## src/rtl/dht11_pkg.sv

```systemverilog
// dht11_pkg: state codes (equal to the debug state port values), default timing, checksum helper
package dht11_pkg;
    typedef enum logic [3:0] {
        S_IDLE     = 4'd0,
        S_HOST_LOW = 4'd1,
        S_DELAY    = 4'd2,
        S_R_LOW    = 4'd3,
        S_R_HIGH   = 4'd4,
        S_B_LOW    = 4'd5,
        S_B_HIGH   = 4'd6,
        S_END      = 4'd7
    } state_t;
    localparam int DEF_CLKS_PER_US  = 50;
    localparam int DEF_START_MIN_US = 17000;
    localparam int DEF_RESP_DELAY_US = 30;
    localparam int DEF_RESP_LOW_US  = 80;
    localparam int DEF_RESP_HIGH_US = 80;
    localparam int DEF_BIT_LOW_US   = 50;
    localparam int DEF_BIT0_HIGH_US = 26;
    localparam int DEF_BIT1_HIGH_US = 70;
    localparam int US_W = 16;
    function automatic logic [7:0] checksum(input logic [7:0] a, input logic [7:0] b,
                                            input logic [7:0] c, input logic [7:0] d);
        return a + b + c + d;
    endfunction
endpackage

```

## src/rtl/dht11_us_tick.sv

```systemverilog
// dht11_us_tick: free-running prescaler, one-cycle tick every CLKS_PER_US sys_clk cycles
module dht11_us_tick #(
    parameter int CLKS_PER_US = 50
) (
    input  logic sys_clk,
    input  logic rst,
    output logic tick
);
    localparam int W = CLKS_PER_US > 1 ? $clog2(CLKS_PER_US) : 1;
    logic [W-1:0] cnt;
    assign tick = cnt == W'(CLKS_PER_US - 1);
    always_ff @(posedge sys_clk)
        if (rst) cnt <= '0;
        else cnt <= tick ? '0 : cnt + W'(1);
endmodule

```

## src/rtl/dht11_responder.sv

```systemverilog
// dht11_responder: DHT11 sensor emulator (start detect, presence reply, 40-bit frame).
// Define DHT11_FAULT_INJ_EN to add corrupt_chk, which flips checksum bit 0 at the snapshot.
module dht11_responder
    import dht11_pkg::*;
#(
    parameter int CLKS_PER_US   = DEF_CLKS_PER_US,
    parameter int START_MIN_US  = DEF_START_MIN_US,
    parameter int RESP_DELAY_US = DEF_RESP_DELAY_US,
    parameter int RESP_LOW_US   = DEF_RESP_LOW_US,
    parameter int RESP_HIGH_US  = DEF_RESP_HIGH_US,
    parameter int BIT_LOW_US    = DEF_BIT_LOW_US,
    parameter int BIT0_HIGH_US  = DEF_BIT0_HIGH_US,
    parameter int BIT1_HIGH_US  = DEF_BIT1_HIGH_US
) (
    input  logic       sys_clk,
    input  logic       rst,
    input  logic       dht11_in,
    output logic       dht11_oe,
    input  logic [7:0] humi_int,
    input  logic [7:0] humi_dec,
    input  logic [7:0] temp_int,
    input  logic [7:0] temp_dec,
    output logic       busy,
    output logic       frame_done,
    output logic       err_start,
    output logic [3:0] state
`ifdef DHT11_FAULT_INJ_EN
    ,
    input  logic       corrupt_chk
`endif
);
    logic s1, s2, prev, fall, rise, tick, fin;
    logic [US_W-1:0] us_cnt, lim;
    logic [39:0] sh;
    logic [5:0] bit_cnt;
    logic [7:0] chk;
    state_t st;

    dht11_us_tick #(.CLKS_PER_US(CLKS_PER_US)) u_tick (.sys_clk(sys_clk), .rst(rst), .tick(tick));

    // idle bus is high, so the synchronizer resets high to avoid a false start edge
    always_ff @(posedge sys_clk)
        if (rst) {s1, s2, prev} <= 3'b111;
        else {s1, s2, prev} <= {dht11_in, s1, s2};
    assign fall = prev & ~s2;
    assign rise = ~prev & s2;

`ifdef DHT11_FAULT_INJ_EN
    assign chk = checksum(humi_int, humi_dec, temp_int, temp_dec) ^ {7'd0, corrupt_chk};
`else
    assign chk = checksum(humi_int, humi_dec, temp_int, temp_dec);
`endif

    assign lim = st == S_DELAY  ? US_W'(RESP_DELAY_US - 1) :
                 st == S_R_LOW  ? US_W'(RESP_LOW_US - 1) :
                 st == S_R_HIGH ? US_W'(RESP_HIGH_US - 1) :
                 st == S_B_HIGH ? (sh[39] ? US_W'(BIT1_HIGH_US - 1) : US_W'(BIT0_HIGH_US - 1)) :
                 US_W'(BIT_LOW_US - 1);
    assign fin = tick && us_cnt == lim;
    assign state = st;

    always_ff @(posedge sys_clk)
        if (rst) begin
            st         <= S_IDLE;
            us_cnt     <= '0;
            sh         <= '0;
            bit_cnt    <= '0;
            dht11_oe   <= 1'b0;
            busy       <= 1'b0;
            frame_done <= 1'b0;
            err_start  <= 1'b0;
        end else begin
            frame_done <= 1'b0;
            err_start  <= 1'b0;
            if (tick && !(st == S_HOST_LOW && us_cnt >= US_W'(START_MIN_US))) us_cnt <= us_cnt + US_W'(1);
            case (st)
                S_IDLE: if (fall) begin
                    st     <= S_HOST_LOW;
                    us_cnt <= '0;
                end
                S_HOST_LOW: if (rise) begin
                    us_cnt <= '0;
                    if (us_cnt >= US_W'(START_MIN_US)) begin
                        st   <= S_DELAY;
                        busy <= 1'b1;
                    end else begin
                        st        <= S_IDLE;
                        err_start <= 1'b1;
                    end
                end
                S_DELAY: if (fin) begin
                    st       <= S_R_LOW;
                    us_cnt   <= '0;
                    dht11_oe <= 1'b1;
                    sh       <= {humi_int, humi_dec, temp_int, temp_dec, chk};
                end
                S_R_LOW: if (fin) begin
                    st       <= S_R_HIGH;
                    us_cnt   <= '0;
                    dht11_oe <= 1'b0;
                end
                S_R_HIGH: if (fin) begin
                    st       <= S_B_LOW;
                    us_cnt   <= '0;
                    dht11_oe <= 1'b1;
                    bit_cnt  <= '0;
                end
                S_B_LOW: if (fin) begin
                    st       <= S_B_HIGH;
                    us_cnt   <= '0;
                    dht11_oe <= 1'b0;
                end
                S_B_HIGH: if (fin) begin
                    st       <= bit_cnt == 6'd39 ? S_END : S_B_LOW;
                    us_cnt   <= '0;
                    dht11_oe <= 1'b1;
                    sh       <= {sh[38:0], 1'b0};
                    bit_cnt  <= bit_cnt + 6'd1;
                end
                S_END: if (fin) begin
                    st         <= S_IDLE;
                    us_cnt     <= '0;
                    dht11_oe   <= 1'b0;
                    busy       <= 1'b0;
                    frame_done <= 1'b1;
                end
                default: st <= S_IDLE;
            endcase
        end
endmodule

```

## config.mk

```make
export PLATFORM = sky130hd
export DESIGN_NAME = dht11_responder
export DESIGN_NICKNAME = d
export VERILOG_FILES = /design/src/rtl/dht11_pkg.sv /design/src/rtl/dht11_us_tick.sv /design/src/rtl/dht11_responder.sv
export SDC_FILE = /design/constraint.sdc
export NUM_CORES = 1
export LEC_CHECK = 0
export ABC_AREA = 1
export ABC_CLOCK_PERIOD_IN_PS = 7800
export CORE_MARGIN = 5
export CORE_UTILIZATION = 50
export DETAILED_ROUTE_END_ITERATION = 16
export PLACE_DENSITY = 0.71
export SYNTH_ARGS = -nofsm -noshare
export SYNTH_HDL_FRONTEND = slang
export SYNTH_SLANG_ARGS = --single-unit
```

## constraint.sdc

```tcl
create_clock -name sys_clk -period 7.8 [get_ports sys_clk]
set_clock_uncertainty 0.2 [all_clocks]
set_input_delay 1.17 -clock sys_clk [delete_from_list [all_inputs] [get_ports sys_clk]]
set_output_delay 1.17 -clock sys_clk [all_outputs]
set_load 0.01 [all_outputs]
```

### Word level (Yosys, flattened, before mapping)

Index checks and enable logic that the tools add are counted.

* bitwise logic cells: 7
* mux-type cells: 35
* multiply operators: 0
* div/mod/pow operators: 0
* order comparisons: 1
* reductions and logical operators: 20
* add/subtract/negate cells: 6
* eq/ne operators: 21
* shifts and indexed selects: 0

Operators with widths (number)
* 40-bit two-way mux: 2
* 40-bit one-hot mux with 2 select lines: 1
* 16-bit two-way mux: 4
* 16-bit one-hot mux with 3 select lines: 1
* 7-bit two-way mux: 5
* 4-bit two-way mux: 8
* 4-bit one-hot mux with 8 select lines: 1
* 8-bit adder: 3
* 16-bit by 1-bit adder with 16-bit output (second input constant): 1
* 16-bit by 7-bit == test with 1-bit output: 1
* 4-bit by 3-bit == test with 1-bit output (second input constant): 4
* 16-bit by 15-bit greater-or-equal comparator with 1-bit output (second input constant): 1
* 2-bit != test (second input constant): 8
* 6-bit by 1-bit adder with 6-bit output (second input constant): 2
* 6-bit == test (second input constant): 2
* 6-bit two-way mux: 2
* 6-bit one-hot mux with 2 select lines: 1
* 3-bit AND reduction: 3
* 3-bit OR reduction: 3
* 4-bit by 2-bit == test with 1-bit output (second input constant): 2
* 8-bit AND reduction: 1
* 2-bit nonzero test: 4
* 1-bit two-way mux: 6
* 2-bit by 1-bit != test with 1-bit output (second input constant): 3
* 11 further kinds: 21

* register bits after elaboration: 79
* memories kept: 0
* logic and storage cells: 102
* memory bits (writable): 0
* output and inout port bits: 8
* bits in read-only memories: 0
* input port bits: 35
* bits in latches: 0

### Logic depth before layout (Yosys ltp)

Gate-level depths: netlist (run 1).

* depth in word-level cells: 9
* gate-level depth with buffers: 16
* mapped depth without buffers: 16

### Hierarchy

Synthesis (run 1) repeated with hierarchy kept, for this count alone.

* cell total of the unflattened synthesis: 680
* area total of the unflattened synthesis: 4737.0 µm²

By module, submodules not included
* dht11_responder: instances 1, cells an instance 646, area each 4443.0 µm², sequential area each 1441.4 µm²
* dht11_us_tick: instances 1, cells an instance 34, area each 294.0 µm², sequential area each 120.1 µm²

### Least setup slack after synthesis (run 1)

Ideal clock, no wire load.

* path type: input port to flip-flop
* start point: input port humi_int[1]
* end point: register sh[7]
* buffers on the path: 0
* setup slack: 3.967 ns
* setup time: 0.130 ns
* stages: 16
* data required time: 7.470 ns
* data arrival time: 3.504 ns
* path through: inv_1 -> fa_1 -> fa_1 -> inv_1 -> ha_1 -> inv_1 -> fa_1 -> inv_1 -> nand3_1 -> nand2_1 -> a21oi_1 -> o21bai_1 -> o21bai_1 -> nand3_1 -> nand2_1 -> a21oi_1

* cells in the longest elaborated chain, start to end: 5

RTL lines
* start: declaration: line dht11_responder.sv:19 `input logic [7:0] humi_int,`
* 8-bit adder (3 in a row): line dht11_pkg.sv:24 `return a + b + c + d;`
* 40-bit two-way mux: line dht11_responder.sv:91 `S_DELAY: if (fin) begin`
* 40-bit one-hot mux with 2 select lines: line dht11_responder.sv:76 `case (st)`
* end signal: assignment: line dht11_responder.sv:95 `sh <= {humi_int, humi_dec, temp_int, temp_dec, chk};`
* end signal: assignment: line dht11_responder.sv:117 `sh <= {sh[38:0], 1'b0};`
* end: declaration: line dht11_responder.sv:34 `logic [39:0] sh;`

Every way passes these cells. The select of a mux whose other input is x is not followed.
A chain may end at the register's enable or synchronous reset.

### Final worst setup path (run 1)

Same ends and word-level chain as after synthesis.

==> results.sh, run 1 <==
export IMPL_status="complete, no violations"
export IMPL_die_area_um2=10800
export IMPL_ys_flop_type="dfxtp_1"
export IMPL_maxSlewHeadroom_pct=58.2
export IMPL_io_pin_count=43
export IMPL_die_h_um=104
export IMPL_cts_resized_gates=0
export IMPL_power_density_nw_per_um2=193
export IMPL_first_pass_iters=4
export IMPL_clk_root_buffer_cell="clkbuf_8"
export IMPL_leakagePower_nw=2.00
export IMPL_antenna_found_initial=0
export IMPL_initial_core_util_pct=50.9
export IMPL_postCtsSetupBuffers=0
export IMPL_track_usage_pct=19.3
export IMPL_tns_ns=0
export IMPL_critPathCaptureType="register"
export IMPL_io_buffers=41
export IMPL_yosysTopAreaCell="dfxtp_1"
export IMPL_slew_viol_final=0
export IMPL_maxCapViolations=0
export IMPL_h_tree_depth=3
export IMPL_dr_wl_met3_um=492
export IMPL_place_gp_congestion=0.902
export IMPL_clock_path_buffers=2
export IMPL_tritoncts="built"
export IMPL_hold_depth=1
export IMPL_yosys_top_cells_area="dfxtp_1 (35%), nand2_1 (13%), fa_1 (6.3%)"
export IMPL_hold_class="reg -> reg"
export IMPL_start_kind="input port"
export IMPL_rr_startpoint="state[0]"
export IMPL_rsz0062_at_grt="no"
export IMPL_grt_pass1_vias=3814
export IMPL_grt_pass1_wl_mm=17.5
export IMPL_cts_sinks=78
export IMPL_synth_edf_count=0
export IMPL_slowest_stage="fa_1"
export IMPL_syn_inst=614
export IMPL_viasPerCell=5.39
export IMPL_critical_path_class="in -> reg"
export IMPL_diodes=0
export IMPL_max_clock_freq_mhz=239
export IMPL_postRouteAntennaNets=0
export IMPL_ys_seq_area_share_pct=35.4
export IMPL_hold_viol=0
export IMPL_avgSynthCellArea_um2=7.19
export IMPL_synth_nets=675
export IMPL_area_delta_synth_final_pct=15.0
export IMPL_route_met2_wl_mm=4.95
export IMPL_overflow=0
export IMPL_vias=4082
export IMPL_worstPathMaxFanout=3
export IMPL_ys_types=34
export IMPL_crit_chain="clkdlybuf4s50_1, inv_1, fa_1, fa_1, inv_1, ha_1, inv_1, fa_1, inv_1, nand3_1, nand2_1, a21oi_1, o21bai_1, o21bai_1, nand3_1, nand2_1, a21oi_1"
export IMPL_async_flop_share_pct=0
export IMPL_worstMarginPinSlew_ns=0.627
export IMPL_clkTransAtPathRegs_ns=0.08
export IMPL_netlist_area_um2=4410
export IMPL_arrival_ns=4.21
export IMPL_reg2regPathDepth=13
export IMPL_wl_mm=10.3
export IMPL_drc_errors=0
export IMPL_yosys_area_top_type_share_pct=35.4
export IMPL_clk_latency_ns=0.35
export IMPL_drt_iter0_markers=230
export IMPL_hold_buffers=0
export IMPL_critPathMostFrequentCell="inv_1"
export IMPL_routed_top_layer="met4"
export IMPL_min_from="s1"
export IMPL_final_net_count=705
export IMPL_ff2ff_setup_slack_ns=5.12
export IMPL_dpl_hpwl_mm=7.53
export IMPL_peakVddDrop_mv=0.107
export IMPL_drive_gt1_share_pct=5.86
export IMPL_stdcell_area_um2=5070
export IMPL_min_period_over_period_pct=53.6
export IMPL_wl_met1_mm=4.69
export IMPL_worstReg2RegEnd="sh[7]"
export IMPL_core_area_um2=8680
export IMPL_cp_startpoint="humi_int[1]"
export IMPL_critPathMaxStageDelay_ns=0.56
export IMPL_crit_required_ns=7.83
export IMPL_die_w_um=104
export IMPL_grt_max_degree=76
export IMPL_place_area_um2=4850
export IMPL_wl_per_cell_um=13.5
export IMPL_synth_warnings=0
export IMPL_ys_ff_latch=78
export IMPL_setup_viol=0
export IMPL_cts_made_buffers=9
export IMPL_hold_end="s2"
export IMPL_placementRows=34
export IMPL_fin_crit_ns=4.18
[cells in the mapped netlist (2+ instances only)]
cell,number
a211oi_1,5
a31oi_1,38
xnor2_1,5
nor2_1,66
nor2_4,3
o21ai_0,42
dfxtp_1,78
a21oi_1,16
buf_6,3
nand2_2,3
nand3_1,24
nand4_1,11
clkbuf_1,13
fa_1,14
nor2_2,2
nand3b_1,2
o21bai_1,2
buf_2,7
or2_2,4
xor2_1,15
buf_4,2
nor3b_1,2
nor3_1,12
nand2_1,149
inv_1,59
inv_2,6
ha_1,12
o21ai_1,13
[power by group]
part | total [mW] | internal [mW] | switching (mW)
combinational | 0.218 | 0.0904 | 0.127
clock | 0.343 | 0.190 | 0.154
sequential | 0.416 | 0.404 | 0.0123
[state kept, by name (all words and copies together) (netlist names)]
name,count
sh,40
us_cnt,16
bit_cnt,6
u_tick.cnt,6
state,3
busy,1
dht11_oe,1
err_start,1
frame_done,1
prev,1
s1,1
s2,1
[stage by stage]
| stage | std cells | power, mW | util [%] | setup WS, ns | hold WS, ns |
|---|---|---|---|---|---|
| CTS | 757 | 0.986 | 58.5 | 3.65 | 0.216 |
| finish | 757 | 0.978 | 58.5 | 3.62 | 0.212 |
| global placement | 741 | 0.639 | 55.9 | 3.33 | 0.192 |
| global route | 757 | 1.04 | 58.5 | 3.41 | 0.227 |
| floorplan | 614 | 0.582 | - | 3.97 | 0.189 |
| detailed placement | 741 | 0.644 | 55.9 | 3.27 | 0.197 |
[metal layers]
metal	GRT usage (%)	up-vias
li1	-	2071
met3	5.46	9
met5	0	-
met4	5.27	0
met2	31.2	97
met1	25.3	1905
[worst max-delay path, delay by kind of cell]
family	cells	cell delay [ns]
AO/OA/AOI/OAI	4	0.41
buffers and inverters	5	0.76
AND/OR/NAND/NOR	4	0.36
adder cells (fa/ha/maj)	4	1.50
[kinds of logic (layout without fill, tap and decap cells)]
group,Yosys count,in the layout,synth area share (%)
AO/OA/AOI/OAI,119,119,15.2
XOR/XNOR,20,20,3.97
adder cells (fa/ha/maj),26,26,9.75
buffers and inverters,91,126,8.62
flip-flops,78,78,35.4
other,1,1,0.0850
AND/OR/NAND/NOR,279,279,27.0
[cell type report]
class / count / area, um^2
clock buffers: 11 / 141
clock inverters: 5 / 81.3
fillers: 809 / 3600
inverters: 66 / 248
multi-input cells: 445 / 2470
flip-flops and latches: 78 / 1560
well taps: 108 / 135
repair buffers: 44 / 433
[layout by cell type (no fill, tap or decap), types with 3 or more instances in the layout]
master / instances
ha_1: 12
nand2_1: 149
clkdlybuf4s50_1: 41
xor2_1: 15
o21ai_0: 42
inv_1: 59
nor3_1: 12
dfxtp_1: 78
clkbuf_8: 10
o21ai_1: 13
buf_4: 3
nand2_2: 3
fa_1: 14
a31oi_1: 38
nor2_4: 3
xnor2_1: 5
or2_2: 4
a21oi_1: 16
inv_2: 6
nand3_1: 24
a211oi_1: 5
nor2_2: 3
nor2_1: 65
nand4_1: 11
[worst max-delay path by stage]
stage               slack [ns]    end
finish                    3.62  sh[7]
global route              3.41  sh[7]
global placement          3.33  sh[7]
detailed placement        3.27  sh[7]
CTS                       3.65  sh[7]
floorplan                 3.97  sh[7]
No activity file was read; power rests on OpenSTA's default activity.
==> run 2: changes to the inputs <==
--- a/config.mk
+++ b/config.mk
@@ -6,7 +6,7 @@
 export NUM_CORES = 1
 export LEC_CHECK = 0
 export ABC_AREA = 1
-export ABC_CLOCK_PERIOD_IN_PS = 7800
+export ABC_CLOCK_PERIOD_IN_PS = 4400
 export CORE_MARGIN = 5
 export CORE_UTILIZATION = 50
 export DETAILED_ROUTE_END_ITERATION = 16
==> constraint.sdc (replaced) <==
create_clock -name sys_clk -period 4.4 [get_ports sys_clk]
set_clock_uncertainty 0.2 [all_clocks]
set_input_delay 0.66 -clock sys_clk [delete_from_list [all_inputs] [get_ports sys_clk]]
set_output_delay 0.66 -clock sys_clk [all_outputs]
set_load 0.01 [all_outputs]
==> run 2 against run 1 <==
  * Register-to-register slack worse by 3.5 ns
  * Routed wire length fell by 0.77%
  * Combinational power rose by 79%
  * Sequential cell count is the same
  * Setup slack got worse by 2.9 ns
  * Cell area down 0.32%
  * Cell count is 0.13% higher
  * Via count decreased by 1.6%
  * Sequential power is 77% higher
  * Power increased by 72%
  * First-iteration DRC count shrank 13%
  * Global-route usage down 0.31 points
  * Critical path type unchanged
==> results.sh, run 2 (synthesis gave the netlist of run 1 again) <==
export IMPL_final_util_pct=58.3
export IMPL_drc_errors=0
export IMPL_start_kind="input port"
export IMPL_crit_chain="clkdlybuf4s50_1, inv_1, fa_1, fa_1, inv_1, ha_1, inv_1, fa_1, inv_1, nand3_1, nand2_1, a21oi_1, o21bai_1, o21bai_1, nand3_1, nand2_1, a21oi_1"
export IMPL_cts_made_buffers=9
export IMPL_cts_sinks=78
export IMPL_ff2ff_setup_slack_ns=1.67
export IMPL_fin_cells=758
export IMPL_postCtsSetupBuffers=0
export IMPL_io_pin_count=43
export IMPL_tritoncts="built"
export IMPL_arrival_ns=3.70
export IMPL_antenna_found_initial=0
export IMPL_viasPerCell=5.30
export IMPL_core_area_um2=8680
export IMPL_clkTransAtPathRegs_ns=0.08
export IMPL_overflow=0
export IMPL_wl_mm=10.2
export IMPL_die_area_um2=10800
export IMPL_min_period_over_period_pct=83.2
export IMPL_dpl_hpwl_mm=7.61
export IMPL_max_clock_freq_mhz=273
export IMPL_top_register="sh"
export IMPL_track_usage_pct=19.0
export IMPL_tns_ns=0
export IMPL_worstPathMaxFanout=3
export IMPL_dp_cells=742
export IMPL_top_regs="sh (40), us_cnt (16)"
export IMPL_critical_path_class="in -> reg"
export IMPL_slew_viol_final=0
export IMPL_layout_commonest_cell="nand2_1"
export IMPL_largest_reg_flops=40
export IMPL_rsz0062_at_grt="no"
export IMPL_clock_path_buffers=2
export IMPL_crit_required_ns=4.44
export IMPL_peakVddDrop_mv=0.155
export IMPL_fin_crit_ns=3.66
export IMPL_die_h_um=104
export IMPL_critical_path_buf_inv_count=5
export IMPL_place_gp_congestion=0.893
export IMPL_slowest_stage="fa_1"
export IMPL_drive_gt1_share_pct=6.00
export IMPL_grt_pass1_wl_mm=17.3
export IMPL_cts_resized_gates=0
export IMPL_hold_viol=0
export IMPL_wl_per_cell_um=13.4
export IMPL_worstMarginPinSlew_ns=0.633
export IMPL_critPathMaxStageDelay_ns=0.58
export IMPL_clk_root_buffer_cell="clkbuf_8"
export IMPL_final_net_count=706
export IMPL_hold_class="reg -> reg"
export IMPL_h_tree_depth=3
export IMPL_cp_top_family="adder cells"
export IMPL_grt_pass1_vias=3846
export IMPL_critPathMostFrequentCell="inv_1"
export IMPL_first_pass_iters=4
export IMPL_status="complete, no violations"
export IMPL_maxSlewHeadroom_pct=57.8
export IMPL_drt_iter0_markers=200
export IMPL_die_w_um=104
export IMPL_diodes=0
export IMPL_vias=4015
export IMPL_setup_viol=0
export IMPL_placementRows=34
export IMPL_area_delta_synth_final_pct=14.6
export IMPL_grt_max_degree=76
export IMPL_maxCapViolations=0
export IMPL_hold_buffers=0
export IMPL_leakagePower_nw=2.00
export IMPL_postRouteAntennaNets=0
export IMPL_io_buffers=41
export IMPL_critPathCaptureType="register"
export IMPL_most_common_layout_cells="nand2_1 (149), dfxtp_1 (78), nor2_1 (65), inv_1 (59), o21ai_0 (42)"
export IMPL_power_density_nw_per_um2=333
export IMPL_clk_latency_ns=0.36
export IMPL_initial_core_util_pct=50.9
==> run 2: worst paths after layout <==
path,from,endpoint,cells after the start
max reg2reg,state[0],sh[7],13
max,humi_int[1],sh[7],17
min,s1,s2,1
min reg2reg,s1,s2,1
==> run 2: power by group <==
group,internal (mW),leakage [nW],switching [mW]
clock network,0.279,0.104,0.276
registers,0.716,0.630,0.0218
logic,0.163,1.27,0.227
total,1.16,2.00,0.524
==> run 2: routing by layer <==
| metal | GRT usage, % | part of all wire, % | up-vias | wire, um |
|---|---|---|---|---|
| met5 | 0 | 0 | - | 0 |
| met4 | 7.22 | 1.8 | 0 | 188 |
| met3 | 3.79 | 4.5 | 17 | 457 |
| met2 | 30.6 | 47 | 82 | 4820 |
| met1 | 25.1 | 46 | 1840 | 4710 |
| li1 | - | - | 2076 | - |
==> run 2: metrics by stage <==
step           hold slack, ns  worst slack (ns)  power, mW  cell area [um^2]
2_1_floorplan           0.189              1.08       1.03              4410
3_3_place_gp            0.191             0.443       1.14              4860
3_5_place_dp            0.195             0.371       1.15              4860
4_1_cts                 0.216             0.763       1.70              5060
5_1_grt                 0.238             0.582       1.78              5060
6_report                0.213             0.739       1.68              5060
==> run 2: cell type report <==
cell class	instances	area, um^2
repair buffers	45	440
well taps	108	135
multi-input cells	445	2470
clock buffers	11	141
fillers	817	3620
clock inverters	5	57.6
inverters	66	248
flip-flops and latches	78	1560
